[config.mk]
export PLATFORM = sky130hd
export DESIGN_NAME = pipelined_shifter
export DESIGN_NICKNAME = d
export VERILOG_FILES = /design/src/rtl/shifter_pkg.sv /design/src/rtl/shift_level.sv /design/src/rtl/pipelined_shifter.sv
export SDC_FILE = /design/constraint.sdc
export NUM_CORES = 1
export LEC_CHECK = 0
export CORE_MARGIN = 1
export CORE_UTILIZATION = 39
export DETAILED_ROUTE_END_ITERATION = 6
export PLACE_DENSITY_LB_ADDON = 0.15
export SKIP_LAST_GASP = 1
export SYNTH_ARGS = -nofsm -noshare
export SYNTH_HDL_FRONTEND = slang
export SYNTH_SLANG_ARGS = --single-unit
[constraint.sdc]
create_clock -name clk -period 1.6 [get_ports clk]
set_input_delay 0.32 -clock clk [delete_from_list [all_inputs] [get_ports clk]]
set_output_delay 0.32 -clock clk [all_outputs]
set_load 0.05 [all_outputs]
[src/rtl/shifter_pkg.sv]
// Shared definitions for the pipelined shifter: op encodings and the
// mapping of shift-network levels onto pipeline stages.
package shifter_pkg;

    localparam logic [1:0] OP_SLL = 2'b00;
    localparam logic [1:0] OP_SRL = 2'b01;
    localparam logic [1:0] OP_SRA = 2'b10;
    localparam logic [1:0] OP_ROR = 2'b11;

    function automatic int level_to_stage(input int level, input int stages, input int levels);
        return (level * stages) / levels;
    endfunction

    // Right-going ops run through the left-shift network on a bit-reversed word.
    function automatic logic is_right_op(input logic [1:0] op);
        return op != OP_SLL;
    endfunction

endpackage

[src/rtl/shift_level.sv]
// One combinational level of the shift network: left shift by DIST with
// either a constant fill bit or wrap-around of the bits shifted out.
module shift_level #(
    parameter int WIDTH = 32,
    parameter int DIST  = 1
) (
    input  logic [WIDTH-1:0] data_in,
    input  logic             en,
    input  logic             fill,
    input  logic             rotate,
    output logic [WIDTH-1:0] data_out
);

    logic [DIST-1:0] low_bits;

    always_comb begin
        low_bits = rotate ? data_in[WIDTH-1 -: DIST] : {DIST{fill}};
        data_out = en ? {data_in[WIDTH-1-DIST:0], low_bits} : data_in;
    end

endmodule

[src/rtl/pipelined_shifter.sv]
// Pipelined SLL/SRL/SRA/ROR shifter with a valid/ready handshake and a
// passthrough tag; a single global advance signal stalls every stage.
module pipelined_shifter
    import shifter_pkg::*;
#(
    parameter  int WIDTH   = 32,
    parameter  int STAGES  = 2,
    parameter  int TAG_W   = 5,
    localparam int SHAMT_W = $clog2(WIDTH)
) (
    input  logic               clk,
    input  logic               rst_n,
    input  logic               in_valid,
    output logic               in_ready,
    input  logic [1:0]         in_op,
    input  logic [WIDTH-1:0]   in_data,
    input  logic [SHAMT_W-1:0] in_shamt,
    input  logic [TAG_W-1:0]   in_tag,
    output logic               out_valid,
    input  logic               out_ready,
    output logic [WIDTH-1:0]   out_data,
    output logic               out_zero,
    output logic [TAG_W-1:0]   out_tag
);

    function automatic logic [WIDTH-1:0] bit_reverse(input logic [WIDTH-1:0] x);
        logic [WIDTH-1:0] r;
        for (int b = 0; b < WIDTH; b++) begin
            r[b] = x[WIDTH-1-b];
        end
        return r;
    endfunction

    logic               adv;

    logic [STAGES-1:0]  valid_q, valid_d;
    logic [WIDTH-1:0]   data_q  [STAGES];
    logic [WIDTH-1:0]   data_d  [STAGES];
    logic [1:0]         op_q    [STAGES];
    logic [1:0]         op_d    [STAGES];
    logic [SHAMT_W-1:0] shamt_q [STAGES];
    logic [SHAMT_W-1:0] shamt_d [STAGES];
    logic [STAGES-1:0]  fill_q, fill_d;
    logic [TAG_W-1:0]   tag_q   [STAGES];
    logic [TAG_W-1:0]   tag_d   [STAGES];

    // Per-stage source values: stage 0 sees the request, stage s sees bank s-1.
    logic [STAGES-1:0]  src_valid;
    logic [WIDTH-1:0]   src_data  [STAGES];
    logic [1:0]         src_op    [STAGES];
    logic [SHAMT_W-1:0] src_shamt [STAGES];
    logic [STAGES-1:0]  src_fill;
    logic [TAG_W-1:0]   src_tag   [STAGES];

    logic [WIDTH-1:0]   lvl_out [SHAMT_W];
    logic [WIDTH-1:0]   stg_out [STAGES];

    logic               unused_stage_bits;

    always_comb begin
        src_valid[0] = in_valid;
        src_data[0]  = is_right_op(in_op) ? bit_reverse(in_data) : in_data;
        src_op[0]    = in_op;
        src_shamt[0] = in_shamt;
        src_fill[0]  = (in_op == OP_SRA) & in_data[WIDTH-1];
        src_tag[0]   = in_tag;
        for (int s = 1; s < STAGES; s++) begin
            src_valid[s] = valid_q[s-1];
            src_data[s]  = data_q[s-1];
            src_op[s]    = op_q[s-1];
            src_shamt[s] = shamt_q[s-1];
            src_fill[s]  = fill_q[s-1];
            src_tag[s]   = tag_q[s-1];
        end
    end

    for (genvar i = 0; i < SHAMT_W; i++) begin : g_level
        localparam int STG  = level_to_stage(i, STAGES, SHAMT_W);
        localparam bit FIRST = (i == 0) || (level_to_stage(i - 1, STAGES, SHAMT_W) != STG);
        localparam bit LAST  = (i == SHAMT_W - 1) || (level_to_stage(i + 1, STAGES, SHAMT_W) != STG);

        logic [WIDTH-1:0] lvl_in;

        if (FIRST) begin : g_first
            assign lvl_in = src_data[STG];
        end else begin : g_chain
            assign lvl_in = lvl_out[i-1];
        end

        shift_level #(
            .WIDTH (WIDTH),
            .DIST  (2 ** i)
        ) u_level (
            .data_in  (lvl_in),
            .en       (src_shamt[STG][i]),
            .fill     (src_fill[STG]),
            .rotate   (src_op[STG] == OP_ROR),
            .data_out (lvl_out[i])
        );

        if (LAST) begin : g_last
            assign stg_out[STG] = lvl_out[i];
        end
    end

    assign adv = !valid_q[STAGES-1] | out_ready;

    always_comb begin
        for (int s = 0; s < STAGES; s++) begin
            valid_d[s] = adv ? src_valid[s] : valid_q[s];
            data_d[s]  = adv ? stg_out[s]   : data_q[s];
            op_d[s]    = adv ? src_op[s]    : op_q[s];
            shamt_d[s] = adv ? src_shamt[s] : shamt_q[s];
            fill_d[s]  = adv ? src_fill[s]  : fill_q[s];
            tag_d[s]   = adv ? src_tag[s]   : tag_q[s];
        end
        // The last bank stores the result already mapped back to normal bit order.
        if (adv && is_right_op(src_op[STAGES-1])) begin
            data_d[STAGES-1] = bit_reverse(stg_out[STAGES-1]);
        end
    end

    always_ff @(posedge clk or negedge rst_n) begin
        if (!rst_n) begin
            valid_q <= '0;
            fill_q  <= '0;
            for (int s = 0; s < STAGES; s++) begin
                data_q[s]  <= '0;
                op_q[s]    <= '0;
                shamt_q[s] <= '0;
                tag_q[s]   <= '0;
            end
        end else begin
            valid_q <= valid_d;
            fill_q  <= fill_d;
            for (int s = 0; s < STAGES; s++) begin
                data_q[s]  <= data_d[s];
                op_q[s]    <= op_d[s];
                shamt_q[s] <= shamt_d[s];
                tag_q[s]   <= tag_d[s];
            end
        end
    end

    // Shamt bits of levels already applied, and the last stage's control, are never read.
    always_comb begin
        unused_stage_bits = (^fill_q) ^ (^op_q[STAGES-1]);
        for (int s = 0; s < STAGES; s++) begin
            unused_stage_bits = unused_stage_bits ^ (^shamt_q[s]);
        end
    end

    assign in_ready  = adv;
    assign out_valid = valid_q[STAGES-1];
    assign out_data  = data_q[STAGES-1];
    assign out_tag   = tag_q[STAGES-1];
    assign out_zero  = (out_data == '0);

endmodule

==> out/results.txt, run 1 <==
outcome: finished, violations left
failing checks: hold timing, setup timing
fraction of registers with async set or reset after synthesis: 1.00
Netlist Area Pre-Place: 6010 sq um
total power: 13.1 mW
routed wire length: 24200 um
site row count: 44
Setup crit start kind: register
clk root buf: clkbuf_16
cell leakage power: 4.41 nW
DR vias: 6574
delay-heaviest family, CP: simple AND/OR/NAND/NOR gates
Tmin final: 1950 ps
Avg Cell Area, Syn: 9.23 sq um
Placeable Area: 14800 sq um
routability cong.: 0.891
Via density: 6.12
Post-DRT Antenna Nets: 0
R2R Path Start: shamt_q[8]
Post-synth top flop: dfrtp_1
EDFF count, synth: 0
worst-margin pin slew: 513 ps
Slew HR: 0.658
Slowest-stage cell, CP: dfrtp_2
Final Hold Fails: 29
dpl hpwl: 15700 um
Global Route Usage Sum: 0.280
DR iter-0 viols: 451
Initial Utilization: 0.407
largest net degree at the start of global routing: 82
die height: 126 um
Critical Path AT: 1630 ps
Seq/Total Area, Yosys: 0.337
crit path launch: out_data[24]
pwr/cell area: 1230 nW/um^2
Die ar.: 15900 sq um
input/output buffers: 87
share of post-route cells with drive strength above 1: 0.551
CP Max Fanout: 2
H-tree Lvls: 3
CP required: 1280 ps
Slew Viols, Final: 0
Finished Core Util: 0.718
maxcap violations: 0
Area Overhead vs Synth: 76.4%
clock slew at reported path FFs: 70 ps
latest clock arrival within the worst-skew pair: 360 ps
CTS Buffer Depth: 2
yosys warns: 0
final setup fails: 30
worst min path class: in -> async
Die W: 126 um
worst-path cell chain: nor4_4 -> buf_4 -> nand4_1 -> nor2_4 -> buf_12
Setup WS post-layout: -350 ps
highest clock rate: 513 MHz
number of buffers created by CTS: 9
I/O pins: 88
fin nets: 934
Finished Cell Area: 10600 sq um
Syn Nets: 699
CP max stage delay: 420 ps
r2r endpoint: out_data[14]
placed cell areas: 8460 sq um
Pre-Repair DR Iteration Count: 5
Place WS: -893 ps
setup skew after layout: 9.09 ps
initial antenna violation count: 0
Yosys cell types: 49
crit path to: out_zero
CP Class: reg -> out
largest vdd supply drop: 0.612 mV
FF-to-FF setup slack: -220 ps
Yosys reg bits: 81
Buf/Inv on CP: 2
CTS tree: built
unrepaired setup endpoints after global routing: yes
final worst-path cycle share: 1.22
clk sinks: 81
# diodes: 0
hold_buf cts: 0
cells after synthesis: 651
final hold slack: -66.5 ps
vias in the first global route: 6198
DRC: 0
Congestion Overflow GR: 0
nature of the critical path endpoint: primary output
first-pass GRT wire length: 34400 um
Critical Path Stages: 5
Reg2Reg Depth: 7
wire per inst: 22.5 um
-- cell usage after synthesis (all sizes together) (10+ instances only) --
| library cell | n | area share |
|---|---|---|
| nand2 | 91 | 0.057 |
| dfrtp | 81 | 0.34 |
| mux2i | 70 | 0.12 |
| nor2 | 59 | 0.040 |
| a21oi | 58 | 0.048 |
| o21ai | 45 | 0.037 |
| clkbuf | 35 | 0.022 |
| mux4 | 33 | 0.12 |
| buf | 28 | 0.030 |
| a221oi | 16 | 0.023 |
| nor4 | 10 | 0.010 |
-- cell usage in the layout, fill, tap and decap left out, types with 20 or more instances in the layout --
master / n
a21oi_2: 29
mux2i_2: 20
nand2_1: 88
dfrtp_2: 30
buf_6: 28
clkdlybuf4s50_1: 26
buf_4: 146
a21oi_1: 22
buf_12: 48
mux4_2: 33
mux2i_1: 37
nor2_1: 43
dfrtp_1: 51
o21ai_1: 29
-- worst min path at each step --
| stage | from | endpoint | slack, ps |
|---|---|---|---|
| 5_1_grt | rst_n | out_data[19] | 30 |
| 3_3_place_gp | rst_n | out_data[21] | 380 |
| 6_report | rst_n | out_data[19] | -70 |
| 3_5_place_dp | rst_n | out_data[19] | 390 |
| 4_1_cts | rst_n | out_data[22] | 20 |
| 2_1_floorplan | rst_n | fill_q[0] | 20 |
-- routing by layer --
layer | share of wire | vias up | GRT usage
li1 | - | 2926 | -
met1 | 0.40 | 3310 | 0.347
met2 | 0.51 | 265 | 0.495
met3 | 0.054 | 73 | 0.0319
met4 | 0.044 | 0 | 0.116
met5 | 0 | - | 0
-- cells by family (layout without fill, tap and decap cells) --
family / after synthesis / count (layout) / synth area share
AOI/OAI and AO/OA: 195 / 196 / 0.210
DFF: 81 / 81 / 0.337
xor gates and xnor gates: 1 / 1 / 0.00146
buffers and inverters: 66 / 304 / 0.0537
and+or+nand+nor: 199 / 200 / 0.146
muxes: 109 / 109 / 0.252
-- layout make-up --
| cell class | instances | area [sq um] |
|---|---|---|
| clock buffer | 9 | 225 |
| clock inverter | 7 | 86.3 |
| fill | 1029 | 4160 |
| inverter | 3 | 13.8 |
| multi-input combinational | 506 | 4800 |
| sequential | 81 | 2060 |
| tap | 184 | 230 |
| timing repair buffer | 285 | 3180 |
-- metrics by stage --
stage | std cells | setup TNS, ps
after floorplan | 651 | -4300
final | 1075 | -3390
after CTS | 1046 | -1630
after global placement | 1014 | -26910
after global routing | 1075 | -4830
after detailed placement | 1014 | -28900
-- flip-flops by register name, indices dropped and copies added, names as in the netlist --
name,cells
g_level.lvl_in,32
out_data,32
out_tag,5
src_tag,5
op_q,2
shamt_q,2
valid_q,2
fill_q,1
-- power by group --
part / internal, mW / leakage (nW) / switching, mW
Sequential: 2.57 / 0.921 / 0.614
Combinational: 3.79 / 3.34 / 3.88
Clock: 1.24 / 0.150 / 0.981
-- what timing repair did --
action                                 in CTS  in global routing
gates resized for setup                   120                195
gates cloned                                8                  7
endpoints found under the hold margin       0                  0
setup endpoints to repair                  64                 57
buffers inserted                            9                 25
pin swaps                                  18                 61
Power figures use the tool's default switching activity.
==> run 2, diff against run 1 <==
--- a/config.mk
+++ b/config.mk
@@ -8,7 +8,7 @@
 export CORE_MARGIN = 1
 export CORE_UTILIZATION = 39
 export DETAILED_ROUTE_END_ITERATION = 6
-export PLACE_DENSITY_LB_ADDON = 0.15
+export PLACE_DENSITY = 0.66
 export SKIP_LAST_GASP = 1
 export SYNTH_ARGS = -nofsm -noshare
 export SYNTH_HDL_FRONTEND = slang
==> run 2 against run 1 <==
Net effect: the flow finishes with violations (setup timing); core utilization decreased by 2.2 points; clock skew decreased by 1.3 ps; first-iteration DRC count increased by 10%; fmax increased by 0.90%; global-route usage decreased by 1.8 points; critical path type unchanged; critical endpoint unchanged; highest routed layer unchanged.
==> out/results.txt, run 2 (same netlist as run 1, synthesis figures left out) <==
Placeable Area: 14800 sq um (unchanged)
worst-path cell chain: nor4_4 -> buf_4 -> nand4_1 -> nor2_4 -> buf_12 (unchanged)
Pre-Repair DR Iteration Count: 5 (unchanged)
die height: 126 um (unchanged)
H-tree Lvls: 3 (unchanged)
Critical Path AT: 1610 ps (was 1630 ps)
Setup crit start kind: register (unchanged)
# diodes: 0 (unchanged)
first-pass GRT wire length: 32700 um (was 34400 um)
vias in the first global route: 6035 (was 6198)
clock slew at reported path FFs: 70 ps (about the same)
clk root buf: clkbuf_16 (unchanged)
Area Overhead vs Synth: 70.9% (was 76.4%)
final hold slack: 402 ps (was -66.5 ps)
CP Max Fanout: 2 (unchanged)
setup skew after layout: 7.84 ps (was 9.09 ps)
fin nets: 911 (was 934)
Initial Utilization: 0.407 (unchanged)
Cells after DPL: 997 (was 1014)
delay-heaviest family, CP: simple AND/OR/NAND/NOR gates (unchanged)
Clk network pwr share: 0.166 (was 0.170)
CTS tree: built (unchanged)
Setup WS post-layout: -332 ps (was -350 ps)
Die ar.: 15900 sq um (unchanged)
FF-to-FF setup slack: -180 ps (was -220 ps)
Slowest-stage cell, CP: dfrtp_2 (unchanged)
Global Route Usage Sum: 0.262 (was 0.280)
commonest non-fill, non-tap cell in the layout: buf_4 (unchanged)
site row count: 44 (unchanged)
Sw Ratio: 0.412 (was 0.418)
dpl hpwl: 15500 um (was 15700 um)
routability cong.: 0.888 (was 0.891)
initial antenna violation count: 0 (unchanged)
largest net degree at the start of global routing: 37 (was 82)
CP Class: reg -> out (unchanged)
CP required: 1280 ps (about the same)
P_int: 7.38 mW (was 7.61 mW)
pwr/cell area: 1220 nW/um^2 (was 1230 nW/um^2)
Via density: 6.07 (was 6.12)
Tmin final: 1930 ps (was 1950 ps)
Die W: 126 um (unchanged)
total power: 12.6 mW (was 13.1 mW)
r2r endpoint: out_data[8] (was out_data[14])
outcome: finished, violations left (unchanged)
number of buffers created by CTS: 9 (unchanged)
maxcap violations: 0 (unchanged)
nature of the critical path endpoint: primary output (unchanged)
Finished Cell Area: 10300 sq um (was 10600 sq um)
Buf/Inv on CP: 2 (unchanged)
worst min path class: in -> reg (was in -> async)
R2R Path Start: shamt_q[9] (was shamt_q[8])
input/output buffers: 87 (unchanged)
final worst-path cycle share: 1.21 (was 1.22)
routed wire length: 22000 um (was 24200 um)
DRC: 0 (unchanged)
P_sw: 5.18 mW (was 5.47 mW)
Slew HR: 0.732 (was 0.658)
most frequent cells in the layout: buf_4 (133), nand2_1 (83), dfrtp_1 (52) (was buf_4 (146), nand2_1 (88), dfrtp_1 (51))
failing checks: setup timing (was hold timing, setup timing)
latest clock arrival within the worst-skew pair: 340 ps (was 360 ps)
wire per inst: 21.0 um (was 22.5 um)
CP max stage delay: 430 ps (was 420 ps)
crit path to: out_zero (unchanged)
cell leakage power: 4.26 nW (was 4.41 nW)
Congestion Overflow GR: 0 (unchanged)
Slew Viols, Final: 0 (unchanged)
largest vdd supply drop: 0.600 mV (was 0.612 mV)
CTS Buffer Depth: 2 (unchanged)
share of post-route cells with drive strength above 1: 0.526 (was 0.551)
final setup fails: 27 (was 30)
Post-DRT Antenna Nets: 0 (unchanged)
Reg2Reg Depth: 6 (was 7)
DR iter-0 viols: 497 (was 451)
I/O pins: 88 (unchanged)
highest clock rate: 518 MHz (was 513 MHz)
clk sinks: 81 (unchanged)
DR vias: 6384 (was 6574)
crit path launch: out_data[24] (unchanged)
worst-margin pin slew: 398 ps (was 513 ps)
post-route insts no fill: 1052 (was 1075)
placed cell areas: 8290 sq um (was 8460 sq um)
Critical Path Stages: 5 (unchanged)
Logic pwr share: 0.577 (was 0.586)
sequential share of power: 0.257 (was 0.244)
Final Hold Fails: 0 (was 29)
unrepaired setup endpoints after global routing: yes (unchanged)
run 2: final cells by class:
type / count / area, sq um
multi-input combinational: 505 / 4720
inverter: 3 / 13.8
clock inverter: 5 / 62.6
sequential: 81 / 2070
fill: 1056 / 4490
tap: 184 / 230
clock buffer: 11 / 233
timing repair buffer: 263 / 2930
run 2: worst min-delay path: stages:
cell     delay [ps]
buf_6           110
buf_4           170
nand2_1          60
nand2_1          40
run 2: power groups by stage:
stage | logic [mW] | registers (mW) | clock network [mW]
finish | 7.25 | 3.22 | 2.09
global route | 7.57 | 3.29 | 2.18
CTS | 6.29 | 3.13 | 2.09
detailed placement | 5.83 | 3.11 | 0
global placement | 5.78 | 3.08 | 0
floorplan | 1.91 | 4.02 | 0
run 2: timing repair:
action | in CTS | in global routing
endpoints found under the hold margin | 26 | 0
hold buffers | 1 | 0
buffers inserted | 13 | 18
setup endpoints to repair | 66 | 58
pin swaps | 23 | 51
resized for setup | 115 | 183
cloned | 5 | 8
run 2: worst min path at each step:
stage,from,to,slack (ps),depth (start not counted)
after floorplan,rst_n,fill_q[0],20,0
after global placement,rst_n,out_data[18],260,1
after detailed placement,rst_n,out_data[19],270,1
after CTS,in_op[1],op_q[3],450,4
after global routing,in_op[1],op_q[3],410,4
final,in_op[1],op_q[3],400,4
run 2: layer usage:
| metal | vias up | track usage | part of all wire | wire [um] |
|---|---|---|---|---|
| li1 | 2891 | - | - | - |
| met4 | 0 | 0.0872 | 0.041 | 899 |
| met1 | 3177 | 0.323 | 0.39 | 8700 |
| met5 | - | 0 | 0 | 0 |
| met2 | 255 | 0.475 | 0.52 | 11400 |
| met3 | 61 | 0.0297 | 0.048 | 1060 |
run 2: per-stage QoR:
step | setup TNS [ps] | util | worst slack, ps
after global placement | -27900 | 0.562 | -758
after floorplan | -4300 | - | -219
after CTS | -1250 | 0.623 | -332
final | -2260 | 0.695 | -332
after detailed placement | -28350 | 0.562 | -783
after global routing | -3590 | 0.695 | -403
